**src/rtl/wb_stage_pkg.sv**
```systemverilog
// Shared constants and types for the writeback stage.
// Load funct3 encodings, x0 index and FSM state encoding.
package wb_stage_pkg;

  localparam logic [4:0] REG_X0 = 5'd0;

  localparam logic [2:0] F3_LB  = 3'd0;
  localparam logic [2:0] F3_LH  = 3'd1;
  localparam logic [2:0] F3_LW  = 3'd2;
  localparam logic [2:0] F3_LBU = 3'd4;
  localparam logic [2:0] F3_LHU = 3'd5;

  typedef enum logic {
    IDLE      = 1'b0,
    WAIT_RESP = 1'b1
  } wb_state_e;

endpackage

```
**src/rtl/wb_stage_align.sv**
```systemverilog
// Load data lane select and extension.
// Also flags misaligned or illegal load encodings.
module load_align
  import wb_stage_pkg::*;
#(
  parameter int XLEN = 32
) (
  input  logic [2:0]      funct3,
  input  logic [1:0]      addr_lo,
  input  logic [XLEN-1:0] rdata,
  output logic [XLEN-1:0] data,
  output logic            exc
);

  logic [7:0]  b;
  logic [15:0] h;

  always_comb begin
    b    = rdata[{addr_lo, 3'b000} +: 8];
    h    = addr_lo[1] ? rdata[16 +: 16] : rdata[0 +: 16];
    data = '0;
    exc  = 1'b0;
    unique case (1'b1)
      funct3 == F3_LB:  data = {{(XLEN-8){b[7]}}, b};
      funct3 == F3_LBU: data = {{(XLEN-8){1'b0}}, b};
      funct3 == F3_LH: begin
        data = {{(XLEN-16){h[15]}}, h};
        exc  = addr_lo[0];
      end
      funct3 == F3_LHU: begin
        data = {{(XLEN-16){1'b0}}, h};
        exc  = addr_lo[0];
      end
      funct3 == F3_LW: begin
        data = rdata;
        exc  = |addr_lo;
      end
      default: exc = 1'b1;
    endcase
  end

endmodule

```
**src/rtl/wb_stage.sv**
```systemverilog
// Writeback stage: retires mem-stage results, waits on loads,
// drives the regfile write port and counts retired instructions.
module wb_stage
  import wb_stage_pkg::*;
#(
  parameter int XLEN = 32
) (
  input  logic            clk,
  input  logic            reset,
  input  logic            mem_valid_i,
  output logic            mem_ready_o,
  input  logic            mem_rd_en_i,
  input  logic [4:0]      mem_rd_idx_i,
  input  logic [XLEN-1:0] mem_result_i,
  input  logic            mem_is_load_i,
  input  logic [2:0]      mem_funct3_i,
  input  logic [1:0]      mem_addr_lo_i,
  input  logic            dmem_rvalid_i,
  input  logic [XLEN-1:0] dmem_rdata_i,
  output logic            rd_en_o,
  output logic [4:0]      rd_idx_o,
  output logic [XLEN-1:0] rd_wdata_o,
  output logic            pend_valid_o,
  output logic [4:0]      pend_idx_o,
  output logic            retire_o,
  output logic            exc_o,
  output logic            resp_err_o,
  output logic [63:0]     instret_o
);

  wb_state_e state, state_nxt;

  logic            p_en;
  logic [4:0]      p_idx;
  logic [2:0]      p_f3;
  logic [1:0]      p_alo;
  logic [XLEN-1:0] la_data;
  logic            la_exc;
  logic            accept;
  logic            resp;

  assign mem_ready_o  = (state == IDLE);
  assign accept       = mem_valid_i & mem_ready_o;
  assign resp         = dmem_rvalid_i & (state == WAIT_RESP);
  assign pend_valid_o = (state == WAIT_RESP)
                      & p_en & (p_idx != REG_X0);
  assign pend_idx_o   = (state == WAIT_RESP) ? p_idx : REG_X0;

  load_align #(.XLEN(XLEN)) u_align (
    .funct3  (p_f3),
    .addr_lo (p_alo),
    .rdata   (dmem_rdata_i),
    .data    (la_data),
    .exc     (la_exc)
  );

  always_comb begin
    state_nxt = state;
    unique case (state)
      IDLE:      if (accept && mem_is_load_i) state_nxt = WAIT_RESP;
      WAIT_RESP: if (dmem_rvalid_i) state_nxt = IDLE;
      default:   state_nxt = IDLE;
    endcase
  end

  always_ff @(posedge clk) begin
    if (reset) state <= IDLE;
    else       state <= state_nxt;
  end

  always_ff @(posedge clk) begin
    if (reset) begin
      p_en  <= 1'b0;
      p_idx <= '0;
      p_f3  <= '0;
      p_alo <= '0;
    end else if (accept && mem_is_load_i) begin
      p_en  <= mem_rd_en_i;
      p_idx <= mem_rd_idx_i;
      p_f3  <= mem_funct3_i;
      p_alo <= mem_addr_lo_i;
    end
  end

  // Output slot: one-cycle pulses, cleared in every idle cycle.
  always_ff @(posedge clk) begin
    if (reset) begin
      rd_en_o    <= 1'b0;
      rd_idx_o   <= '0;
      rd_wdata_o <= '0;
      retire_o   <= 1'b0;
      exc_o      <= 1'b0;
    end else begin
      rd_en_o    <= 1'b0;
      rd_idx_o   <= '0;
      rd_wdata_o <= '0;
      retire_o   <= 1'b0;
      exc_o      <= 1'b0;
      if (accept && !mem_is_load_i) begin
        rd_en_o    <= mem_rd_en_i & (mem_rd_idx_i != REG_X0);
        rd_idx_o   <= mem_rd_idx_i;
        rd_wdata_o <= mem_result_i;
        retire_o   <= 1'b1;
      end else if (resp) begin
        if (la_exc) begin
          exc_o <= 1'b1;
        end else begin
          rd_en_o    <= p_en & (p_idx != REG_X0);
          rd_idx_o   <= p_idx;
          rd_wdata_o <= la_data;
          retire_o   <= 1'b1;
        end
      end
    end
  end

  always_ff @(posedge clk) begin
    if (reset) begin
      instret_o  <= '0;
      resp_err_o <= 1'b0;
    end else begin
      if (retire_o) instret_o <= instret_o + 64'd1;
      if (dmem_rvalid_i && state != WAIT_RESP) resp_err_o <= 1'b1;
    end
  end

endmodule

```
**config.mk**
```make
export PLATFORM = sky130hd
export DESIGN_NAME = wb_stage
export DESIGN_NICKNAME = d
export VERILOG_FILES = /design/src/rtl/wb_stage_pkg.sv /design/src/rtl/wb_stage_align.sv /design/src/rtl/wb_stage.sv
export SDC_FILE = /design/constraint.sdc
export NUM_CORES = 1
export LEC_CHECK = 0
export CAP_MARGIN = 40
export CORE_UTILIZATION = 25
export DETAILED_ROUTE_END_ITERATION = 12
export PLACE_DENSITY_LB_ADDON = 0.08
export SETUP_SLACK_MARGIN = 0.02
export SLEW_MARGIN = 10
export SYNTH_ARGS = -nofsm -noshare
export SYNTH_HDL_FRONTEND = slang
export SYNTH_SLANG_ARGS = --single-unit
export TNS_END_PERCENT = 20
```
**constraint.sdc**
```tcl
create_clock -name clk -period 3.2 [get_ports clk]
set_clock_uncertainty 0.2 [all_clocks]
set_input_delay 0.64 -clock clk [delete_from_list [all_inputs] [get_ports clk]]
set_output_delay 0.64 -clock clk [all_outputs]
set_load 0.05 [all_outputs]
```
**Word level (Yosys, flattened, before mapping)**

Cells that the tools add are included.

- Add/subtract/negate cells: 1
- Eq/ne operators: 4
- Shift-type cells: 1
- Multiplexer cells: 20
- Bitwise operators: 8
- Reduce and logical (&&, ||, !) cells: 11

Operators with widths:

| operator | number |
|---|---|
| $pmux 32 s5 | 1 |
| $mux 32 | 3 |
| $add 64x1->64 const B | 1 |
| $shiftx 32x6->8 | 1 |
| $mux 5 | 4 |
| $mux 16 | 1 |
| $reduce_bool 5->1 | 2 |
| $mux 1 | 9 |
| $and 1x1->1 | 6 |
| $eq 3x3->1 const B | 2 |
| $reduce_or 2->1 | 3 |
| $eq 3x1->1 const B | 1 |
| $eq 3x2->1 const B | 1 |
| $logic_and 1x1->1 | 3 |
| $logic_not 3->1 | 1 |
| $pmux 1 s3 | 1 |
| $reduce_or 3->1 | 1 |
| $not 1->1 | 2 |
| $pmux 1 s2 | 1 |
| $logic_not 1->1 | 1 |

- Bits in registers: 117
- Input bits: 80
- Output and inout port bits: 112

**Longest topological paths before layout**

- Depth after elaboration: 6
- Gate-level depth with buffers: 8
- Mapped depth without buffers: 6

**Cells and area by module**

From an unflattened synthesis, not the netlist that was laid out.

- Cells, all modules: 675
- Area, all modules: 5,799.3 µm²

By module, submodules not included:

| module | instances | cells each | area each (µm²) |
|---|---|---|---|
| wb_stage | 1 | 576 | 5,068.6 |
| load_align | 1 | 99 | 730.7 |

**Worst setup path after synthesis**

OpenSTA, ideal clock, no wires.

- Path kind: reg-to-reg
- Start: register instret_o[0]
- End: register instret_o[62]
- Arrival: 2,382 ps
- Data required time: 2,879 ps
- Path slack: 497 ps
- Cell stages (with the launch flop): 7
- Path buffers: 0
- Cells stage by stage: dfxtp_1 ha_1 nand4_1 nor4_4 nand4_1 nor4_1 mux2_2

- Longest elaborated chain between the ends: 1

Ends and longest elaborated chain:

| item | RTL line | source |
|---|---|---|
| start: declaration | wb_stage.sv:28 | `output logic [63:0] instret_o` |
| start signal: assignment | wb_stage.sv:122 | `if (retire_o) instret_o <= instret_o + 64'd1;` |
| $add 64x1->64 | wb_stage.sv:122 |  |

Every way passes these cells.
A chain may end at the register's enable or synchronous reset.

**Final worst setup path**

- Start: register state
- End: output port pend_idx_o[3]

- Longest elaborated chain between the ends: 1

Ends and longest elaborated chain:

| item | RTL line | source |
|---|---|---|
| start: declaration | wb_stage.sv:31 | `wb_state_e state, state_nxt;` |
| start signal: assignment | wb_stage.sv:68 | `else state <= state_nxt;` |
| $mux 5 | wb_stage.sv:47 | `assign pend_idx_o = (state == WAIT_RESP) ? p_idx : REG_X0;` |
| end: declaration | wb_stage.sv:24 | `output logic [4:0] pend_idx_o,` |

Every way passes these cells.

==> key figures <==
Worst setup path
  – Reg2reg path depth: 5
  – Crit path launch type: register
  – Crit end category: primary output
  – Crit path required time: 2360 ps
  – Crit-path max FO: 9
  – CP arrival: 1920 ps
  – Crit path kind: register to primary output
  – R2R setup slack: 620 ps

Floorplanning
  – Die width: 151 um
  – Initial Utilization: 0.254
  – Die area: 22,700 um^2
  – IO Count: 192
  – Die height: 151 um
  – Num rows: 54
  – Core area: 21,800 um^2

Power and ir drop
  – Switch Pwr: 998 uW
  – Leak pwr: 0.00293 uW
  – Power per Cell Area: 466 nW/um^2
  – Combinational Power Share: 0.107
  – Largest vdd supply drop: 0.000335 V
  – Clk pwr share: 0.507
  – Int Power: 2910 uW
  – Pwr Total: 3900 uW
  – Part of the power in registers: 0.386
  – Switching Fraction: 0.256

Run status
  – Status: finished, final reports clean

STA
  – Setup tns final: 0 ps
  – Tightest Pin Transition: 877 ps
  – Final Slew Violations: 0
  – Fmax: 362 MHz
  – Final Hold Violating Endpoints: 0
  – Crit share post-route: 0.863
  – Min Tclk post-route: 2760 ps
  – Final setup violation count: 0
  – Relative slew slack: 0.410
  – RSZ-0062 raised after global routing: no

Clock network
  – Root buf cell: clkbuf_16
  – H-tree depth: 4
  – Clk_lat worst skew: 420 ps
  – CTS buffer count: 17
  – Post-CTS setup buffer count: 0
  – Worst-path clk slew: 60 ps
  – CTS tree: yes
  – Clock sinks: 117
  – CTS max path bufs: 2

Drt
  – Antenna Nets Post-Route: 0
  – Initial DRC Count: 245
  – Final wirelength: 18.5 mm
  – Drt pass-1 iters: 5
  – Vias: 5,536
  – DRC: 0
  – WL/cell: 16.3 um
  – Vias per cell: 4.86

Global route
  – First-pass GRT wire length: 29.4 mm
  – Largest net degree at the start of global routing: 74
  – GR Overflow Total: 0
  – Initial antenna violation count: 0
  – Vias in the first global route: 5,532
  – Global Route Usage Sum: 0.168

Flow run
  – # Max-Cap Violations: 0

Logic synthesis
  – Seq/Total Area, Yosys: 0.424
  – Flops & latches, synth: 117
  – Top cell type's share of synthesized area: 0.424
  – Async SR Flop Fraction: 0
  – Post-synth EDFFs: 0
  – Area contributors post-synth: dfxtp_1 (42%), nor2_1 (6.5%), a21oi_1 (4.9%)
  – Syn nets: 737
  – Commonest cells post-synth: dfxtp_1 (117), nor2_1 (96), nand2_1 (58)
  – Most common cell in the synthesized netlist: dfxtp_1
  – Warnings, synthesis: 0
  – Synth Flop Type: dfxtp_1
  – Mapped Area: 5530 um^2
  – Avg Inst Size Synth: 8.43 um^2
  – Synth Instances: 656
  – Post-synthesis cell type count: 51
  – Yosys top cell by area: dfxtp_1

Cells and area
  – Filler instances: 2,229
  – P&R area growth vs syn: 51.5%
  – Layout Cells excl Fill: 1,139
  – Reg area: 2340 um^2
  – Area of the multi-input gates: 3010 um^2
  – Ant. Diodes: 0
  – Nets: 927
  – Share of cells above drive strength 1: 0.0931

Placement
  – RD Place Congestion: 0.802
  – Hpwl dp: 13.6 mm
  – Buffers on Ports: 191
  – Dpl cells: 1,107

Hold path
  – Hold path depth: 2
  – Hold crit path type: register to register
==> kinds of logic (layout without fill, tap and decap cells) <==
kind of cell    Yosys count  after routing  share of synthesized area
simple gates            303            303                      0.285
flops                   117            117                      0.424
xor+xnor                 38             38                     0.0602
compound gates          124            124                      0.139
mux                      28             28                     0.0559
fa+ha+maj                 1              1                    0.00226
buf+inv                  45            248                     0.0339
==> cells in the final DEF, fill, tap and decap left out, types with 3 or more instances in the layout <==
master           count
inv_1                8
and4_1               4
clkinv_2             3
nor2b_1              7
mux2_2              13
xor2_1              22
nand2_1             58
dfxtp_1            117
clkbuf_16           17
clkinvlp_4           3
a222oi_1             7
o21ai_0             21
a22oi_1             14
nand3_1             20
inv_6                3
nor2_1              96
or4_1                3
a2bb2oi_1            7
nand4_2              4
nor4_1              15
bufinv_16            3
clkinv_4             3
mux2i_1             14
or3_1               18
and2_1               9
nor3_1              14
and3_1               4
clkdlybuf4s50_1    189
nand4_1             31
nand4b_1             3
a21o_1              16
buf_4               17
xnor2_1             16
a21oi_1             54
==> critical path, cell delays in order (launching register included) <==
cell             delay, ps
dfxtp_1                500
and2_1                 180
clkdlybuf4s50_1        820
==> path summary, 6_finish.rpt <==
check | start | end
max | state$_SDFF_PP0_ | pend_idx_o[3]
min reg2reg | resp_err_o$_SDFFE_PP0P_ | resp_err_o$_SDFFE_PP0P_
max reg2reg | retire_o$_SDFF_PP0_ | instret_o[59]$_SDFFE_PP0P_
min | resp_err_o$_SDFFE_PP0P_ | resp_err_o$_SDFFE_PP0P_
==> power groups by stage <==
| stage | Sequential, uW | Clock [uW] | Combinational [uW] |
|---|---|---|---|
| 2_1_floorplan | 1600 | 0 | 156 |
| 4_1_cts | 1510 | 2040 | 422 |
| 3_5_place_dp | 1540 | 0 | 420 |
| 6_report | 1510 | 1980 | 419 |
| 3_3_place_gp | 1540 | 0 | 418 |
| 5_1_grt | 1510 | 2100 | 450 |
==> metal layers <==
metal  track usage  vias to the layer above  routed length, um  share of wire
li1              -                     2737                  -              -
met1         0.200                     2604               8060           0.44
met2         0.274                      168               8710           0.47
met3        0.0621                       27               1380          0.075
met4        0.0680                        0                380          0.021
met5             0                        -                  0              0
==> cell type report <==
| class | count | area share |
|---|---|---|
| multi-input combinational | 494 | 0.360 |
| sequential | 117 | 0.280 |
| inverter | 8 | 0.00358 |
| clock inverter | 15 | 0.0215 |
| tap | 280 | 0.0418 |
| timing repair buffer | 208 | 0.243 |
| clock buffer | 17 | 0.0508 |
==> metrics by stage <==
stage               hold slack (ps)  utilization  area (um^2)  setup WS [ps]
detailed placement              267        0.357         7770            452
global route                    338        0.385         8380            330
finish                          281        0.385         8380            438
CTS                             286        0.385         8380           71.7
global placement                261        0.357         7760            488
floorplan                       257            -         5530            497
==> registers in the layout, summed over array words and instances (netlist names), 2 cells and up <==
register / flops
rd_idx_o: 5
instret_o: 64
p_alo: 2
rd_wdata_o: 32
p_f3: 3
p_idx: 5
==> repair_timing <==
item	in CTS	in global routing
hold buffers	0	0
gates resized for setup	0	1
setup endpoints to repair	0	1
endpoints found under the hold margin	0	0
(Power assumes the default switching activity.)
